--- config.mk ---
export PLATFORM = sky130hd
export DESIGN_NAME = caseg_scan_decoder
export DESIGN_NICKNAME = d
export VERILOG_FILES = /design/src/rtl/caseg_scan_decoder.sv
export SDC_FILE = /design/constraint.sdc
export NUM_CORES = 1
export LEC_CHECK = 0
export CAP_MARGIN = 40
export CORE_MARGIN = 8
export CORE_UTILIZATION = 64
export DETAILED_ROUTE_END_ITERATION = 10
export DONT_BUFFER_PORTS = 1
export PLACE_DENSITY_LB_ADDON = 0.12
export SKIP_CTS_REPAIR_TIMING = 1
export SLEW_MARGIN = 20
export SYNTH_ARGS = -nofsm -noshare
export SYNTH_HDL_FRONTEND = slang
export SYNTH_SLANG_ARGS = --single-unit
--- constraint.sdc ---
create_clock -name sclk -period 4 [get_ports sclk]
set_input_delay 1 -clock sclk [delete_from_list [all_inputs] [get_ports sclk]]
set_output_delay 1 -clock sclk [all_outputs]
set_load 0.02 [all_outputs]
--- src/rtl/caseg_scan_decoder.sv ---
// caseg_scan_decoder
// Receive side of a multiplexed 8-digit common-anode seven-segment bus.
// The block samples the scanned bus and waits for each digit dwell to settle.
// It then decodes the glyph back to a 4-bit code and reassembles the eight
// digits into a frame.
//
// Ports:
//   sclk        system clock (50 MHz)
//   nrst        synchronous active-low reset
//   sel[7:0]    one-hot digit select, bit7 = leftmost digit
//   seg[7:0]    active-low segments, bit7 = DP ... bit0 = A
//   dig_7..0    last complete decoded frame, dig_7 leftmost
//   frame_done  one-cycle pulse when dig_* update
//   seg_err     one-cycle pulse when an undecodable glyph is captured
//   link_ok     high while frames keep arriving within TIMEOUT_CYC
module caseg_scan_decoder #(
    parameter int unsigned STABLE_CYC  = 16,
    parameter int unsigned TIMEOUT_CYC = 500000
) (
    input  logic       sclk,
    input  logic       nrst,
    input  logic [7:0] sel,
    input  logic [7:0] seg,
    output logic [3:0] dig_7,
    output logic [3:0] dig_6,
    output logic [3:0] dig_5,
    output logic [3:0] dig_4,
    output logic [3:0] dig_3,
    output logic [3:0] dig_2,
    output logic [3:0] dig_1,
    output logic [3:0] dig_0,
    output logic       frame_done,
    output logic       seg_err,
    output logic       link_ok
);

    localparam int SW = $clog2(STABLE_CYC + 1);
    localparam int TW = $clog2(TIMEOUT_CYC + 1);
    localparam logic [SW-1:0] STAB_MAX = SW'(STABLE_CYC);
    localparam logic [SW-1:0] STAB_ARM = SW'(STABLE_CYC - 1);
    localparam logic [TW-1:0] TO_MAX   = TW'(TIMEOUT_CYC);
    localparam logic [TW-1:0] TO_LAST  = TW'(TIMEOUT_CYC - 1);

    // Returns {valid, code}. Any glyph with DP lit falls through to invalid.
    function automatic logic [4:0] f_decode(input logic [7:0] g);
        logic [4:0] r;
        case (g)
            8'hC0:   r = 5'h10;
            8'hF9:   r = 5'h11;
            8'hA4:   r = 5'h12;
            8'hB0:   r = 5'h13;
            8'h99:   r = 5'h14;
            8'h92:   r = 5'h15;
            8'h82:   r = 5'h16;
            8'hF8:   r = 5'h17;
            8'h80:   r = 5'h18;
            8'h90:   r = 5'h19;
            8'hFF:   r = 5'h1A;
            8'hBF:   r = 5'h1B;
            8'hC6:   r = 5'h1C;
            8'h89:   r = 5'h1D;
            8'hC7:   r = 5'h1E;
            8'h8C:   r = 5'h1F;
            default: r = 5'h00;
        endcase
        return r;
    endfunction

    function automatic logic [2:0] f_slot(input logic [7:0] s);
        logic [2:0] r;
        r = 3'd0;
        for (int i = 0; i < 8; i++) begin
            if (s[i]) r = 3'(i);
        end
        return r;
    endfunction

    logic [7:0]    r_sel_q, r_seg_q, r_prev_sel, r_prev_seg;
    logic [SW-1:0] r_stab_cnt;
    logic [TW-1:0] r_to_cnt;
    logic [7:0]    r_mask;
    logic [3:0]    r_shadow [8];
    logic [3:0]    r_dig    [8];
    logic          r_frame_done, r_seg_err, r_link_ok;

    logic       w_onehot, w_same, w_strobe, w_legal, w_complete;
    logic [4:0] w_dec;
    logic [3:0] w_code;
    logic [2:0] w_slot;
    logic [7:0] w_mask_nxt;

    assign w_onehot   = (r_sel_q != 8'd0) && ((r_sel_q & (r_sel_q - 8'd1)) == 8'd0);
    assign w_same     = (r_sel_q == r_prev_sel) && (r_seg_q == r_prev_seg);
    // Fires only on the STABLE_CYC-1 -> STABLE_CYC step, so a saturated dwell
    // never captures twice.
    assign w_strobe   = w_onehot && w_same && (r_stab_cnt == STAB_ARM);
    assign w_dec      = f_decode(r_seg_q);
    assign w_legal    = w_dec[4];
    assign w_code     = w_dec[3:0];
    assign w_slot     = f_slot(r_sel_q);
    assign w_mask_nxt = r_mask | r_sel_q;
    assign w_complete = w_strobe && w_legal && (&w_mask_nxt);

    always_ff @(posedge sclk) begin
        if (!nrst) begin
            r_sel_q      <= '0;
            r_seg_q      <= '0;
            r_prev_sel   <= '0;
            r_prev_seg   <= '0;
            r_stab_cnt   <= '0;
            r_to_cnt     <= '0;
            r_mask       <= '0;
            r_frame_done <= 1'b0;
            r_seg_err    <= 1'b0;
            r_link_ok    <= 1'b0;
            for (int i = 0; i < 8; i++) begin
                r_shadow[i] <= '0;
                r_dig[i]    <= '0;
            end
        end else begin
            r_sel_q      <= sel;
            r_seg_q      <= seg;
            r_prev_sel   <= r_sel_q;
            r_prev_seg   <= r_seg_q;
            r_frame_done <= 1'b0;
            r_seg_err    <= 1'b0;

            if (!w_onehot || !w_same)
                r_stab_cnt <= '0;
            else if (r_stab_cnt != STAB_MAX)
                r_stab_cnt <= r_stab_cnt + SW'(1);

            if (w_strobe) begin
                if (!w_legal) begin
                    r_seg_err <= 1'b1;
                end else if (w_complete) begin
                    // Publish shadow merged with the digit being captured now.
                    for (int i = 0; i < 8; i++)
                        r_dig[i] <= (3'(i) == w_slot) ? w_code : r_shadow[i];
                    r_shadow[w_slot] <= w_code;
                    r_mask           <= '0;
                    r_frame_done     <= 1'b1;
                end else begin
                    r_shadow[w_slot] <= w_code;
                    r_mask           <= w_mask_nxt;
                end
            end

            if (w_complete) begin
                r_to_cnt  <= '0;
                r_link_ok <= 1'b1;
            end else if (r_to_cnt != TO_MAX) begin
                r_to_cnt <= r_to_cnt + TW'(1);
                if (r_to_cnt == TO_LAST) r_link_ok <= 1'b0;
            end
        end
    end

    assign dig_7      = r_dig[7];
    assign dig_6      = r_dig[6];
    assign dig_5      = r_dig[5];
    assign dig_4      = r_dig[4];
    assign dig_3      = r_dig[3];
    assign dig_2      = r_dig[2];
    assign dig_1      = r_dig[1];
    assign dig_0      = r_dig[0];
    assign frame_done = r_frame_done;
    assign seg_err    = r_seg_err;
    assign link_ok    = r_link_ok;

endmodule

==> key figures <==
Status
  – Status: finished, final reports clean

Clock network
  – H-tree levels: 4
  – Cts bufs inserted: 17
  – Clock slew at reported path FFs: 60 ps
  – Num Clock Sinks: 131
  – Clock root cell: clkbuf_8
  – Clock Latency Late Sink: 520 ps
  – Clock Tree Buf Depth: 2
  – Clock tree from TritonCTS: built

Power and ir drop
  – Pleak: 2.262 nW
  – Clk pwr share: 0.468
  – Fraction of power consumed by sequential logic: 0.489
  – Net Sw Frac: 0.2359
  – Maximum vdd drop: 0.3701 mV
  – Pwr/cell area: 484.8 nW/um^2
  – Comb power frac: 0.043
  – Cell-internal power: 2.396 mW
  – Final Power: 3.135 mW
  – Psw: 739.7 uW

Logic synthesis
  – Register area share after synthesis: 0.5550
  – Warnings from Yosys: 0
  – Number of synthesized flops with an enable pin: 64
  – Most used DFF post-synth: dfxtp_1
  – Yosys cell types: 63
  – Seq cells post-synth: 131
  – Syn Nets: 568
  – Syn_area_per_cell: 10.79 sq um
  – Async set-reset flop share out of synthesis: 0
  – Cell area after synthesis: 5879 sq um
  – Gate Count Post-Synth: 545

STA
  – Worst hold slack: 474.0 ps
  – Slew headroom: 0.5385
  – Slew Viols, Final: 0
  – Worst Max-Slew Pin Slew: 682.6 ps
  – Final hold violations: 0
  – Tmin final: 3094 ps
  – Final period util: 0.7735
  – Setup_tns: 0 ps
  – Final worst slack: 905.9 ps
  – Max Freq: 323.2 MHz
  – RSZ-0062 raised after global routing: no
  – Clock Skews: 9.021 ps
  – Setup-failing EPs final: 0

Critical path
  – Slowest-stage cell, CP: dfxtp_1
  – Critical path buffer and inverter count: 0
  – WP data arrival: 3240 ps
  – Critical path required time: 4150 ps
  – CP top delay family: simple AND/OR/NAND/NOR gates
  – Crit Reg-Reg Startpoint: r_sel_q[7]
  – Crit-path cells: xor2_1 > nor4_1 > nand3_1 > nor3_1 > nand3b_4 > o21ai_0
  – Startpoint Class: register
  – Crit path largest cell delay: 770 ps
  – Kind of critical path: reg -> reg
  – Crit-path max FO: 18
  – Worst setup startpoint: r_sel_q[7]
  – CP Capture Type: register

Layout
  – Finished Core Util: 0.7135
  – Commonest non-fill, non-tap cell in the layout: nor2_1
  – Area Overhead vs Synth: 10.00%
  – Share of post-route cells with drive strength above 1: 0.1416
  – Layout Cell Area excl Fill: 6467 sq um
  – Cell Count, Final, Fillers Out: 662
  – Antenna cells: 0
  – Final nets: 561
  – Fillers: 626
  – Most frequent cells in the layout: nor2_1, dfxtp_1, edfxtp_1

Detailed routing
  – Metal2 WL: 5705 microns
  – DR vias/cell: 6.014
  – Post-route ant nets: 0
  – DRC: 0
  – Drt wl/cell: 18.03 microns
  – DRT Pass-1 Iters: 7
  – Routed met3 length: 825 microns
  – Via count: 3981
  – Wirelength, routed: 11940 microns
  – Iter 0 DRT Violations: 221
  – Wire length on met1: 5122 microns
  – Top Layer Used: met4

Placed design
  – HPWL Detailed: 7980 microns
  – Dpl cell area: 5892 sq um
  – GP Congestion: 0.8452
  – Dpl cells: 629
  – Pre-CTS setup slack: 1012 ps
  – Port-buffer cells: 0

Floorplanning
  – Die width: 111.8 microns
  – Row cnt: 35
  – Die area: 12510 sq um
  – Core footprint: 9065 sq um
  – Chip height: 111.8 microns
  – I/O Pins: 53
  – Initial Util: 0.6486

Hold path
  – Worst min path class: reg -> reg
  – Hold Crit Start: r_mask[4]

Global routing
  – Largest net degree at the start of global routing: 60
  – Total GRT Usage: 0.1988
  – GR Overflow Total: 0
  – Vias in the first global route: 3869
  – First-pass GRT wire length: 19610 microns
  – Initial antenna violation count: 0

Job
  – Max cap viols: 0
area by class of cell:
type | instances | area [sq um] | share of cell area
flip-flops and latches | 131 | 3263 | 0.5045
multi-input cells | 367 | 2380 | 0.3680
clock buffers | 19 | 452.9 | 0.07003
well taps | 111 | 138.9 | 0.02147
clock inverters | 13 | 117.6 | 0.01819
repair buffers | 7 | 62.56 | 0.009673
inverters | 14 | 52.55 | 0.008125
worst register-to-register path, stage by stage (launching register included):
cell	delay, ps
dfxtp_1	770
xor2_1	140
nor4_1	350
nand3_1	320
nor3_1	390
nand3b_4	230
o21ai_0	540
sequential cells by signal, indices dropped and copies added (netlist names):
register,flops
r_shadow,32
r_prev_seg,8
r_mask,8
link_ok,1
r_stab_cnt,5
r_prev_sel,8
r_dig,32
r_seg_q,8
frame_done,1
r_sel_q,8
r_to_cnt,19
seg_err,1
power by group through the flow:
| stage | registers [mW] | logic (mW) | clock network [mW] |
|---|---|---|---|
| after floorplan | 1.53 | 0.134 | 0 |
| after global placement | 1.56 | 0.130 | 0 |
| final | 1.53 | 0.135 | 1.47 |
| after global routing | 1.54 | 0.150 | 1.54 |
| after CTS | 1.53 | 0.136 | 1.48 |
| after detailed placement | 1.56 | 0.133 | 0 |
cells in the mapped netlist, types with 5 or more instances:
cell,number,area share
and2_1,31,0.033
nand2_1,23,0.015
a211oi_2,19,0.040
edfxtp_1,64,0.33
xor2_1,27,0.040
nor3_1,14,0.012
inv_1,14,0.0089
nand4_1,7,0.0074
buf_2,10,0.0085
nor2_1,102,0.065
a211oi_1,14,0.018
nand2b_1,7,0.0074
ha_1,5,0.011
o22ai_1,5,0.0053
clkbuf_1,10,0.0064
buf_6,5,0.0096
nor4_1,7,0.0074
nand3_1,15,0.013
buf_1,5,0.0032
a21oi_1,13,0.011
o21ai_0,10,0.0085
xnor2_1,9,0.013
dfxtp_1,67,0.23
metal layers:
metal,global-route usage,vias to the layer above
met4,0.08751,0
met5,0,-
met1,0.2417,1888
li1,-,1918
met3,0.06006,25
met2,0.3199,150
logic make-up (layout without fill, tap and decap cells):
| group | count (synthesis) | in the layout | synth area share |
|---|---|---|---|
| buffers and inverters | 47 | 53 | 0.04043 |
| flip-flops | 131 | 131 | 0.5550 |
| XOR/XNOR | 36 | 36 | 0.05363 |
| adder cells (fa/ha/maj) | 5 | 5 | 0.01064 |
| AND/OR/NAND/NOR | 249 | 249 | 0.2292 |
| multiplexers | 2 | 2 | 0.003405 |
| AO/OA/AOI/OAI | 75 | 75 | 0.1077 |
final timing paths:
| path | slack (ps) | cells past startpoint | end |
|---|---|---|---|
| worst max-delay path | 910 | 6 | r_shadow[4][3] |
| worst min-delay path | 470 | 2 | r_mask[4] |
| worst max register to register | 910 | 6 | r_shadow[4][3] |
| worst min register to register | 470 | 2 | r_mask[4] |
(Power assumes the default switching activity.)
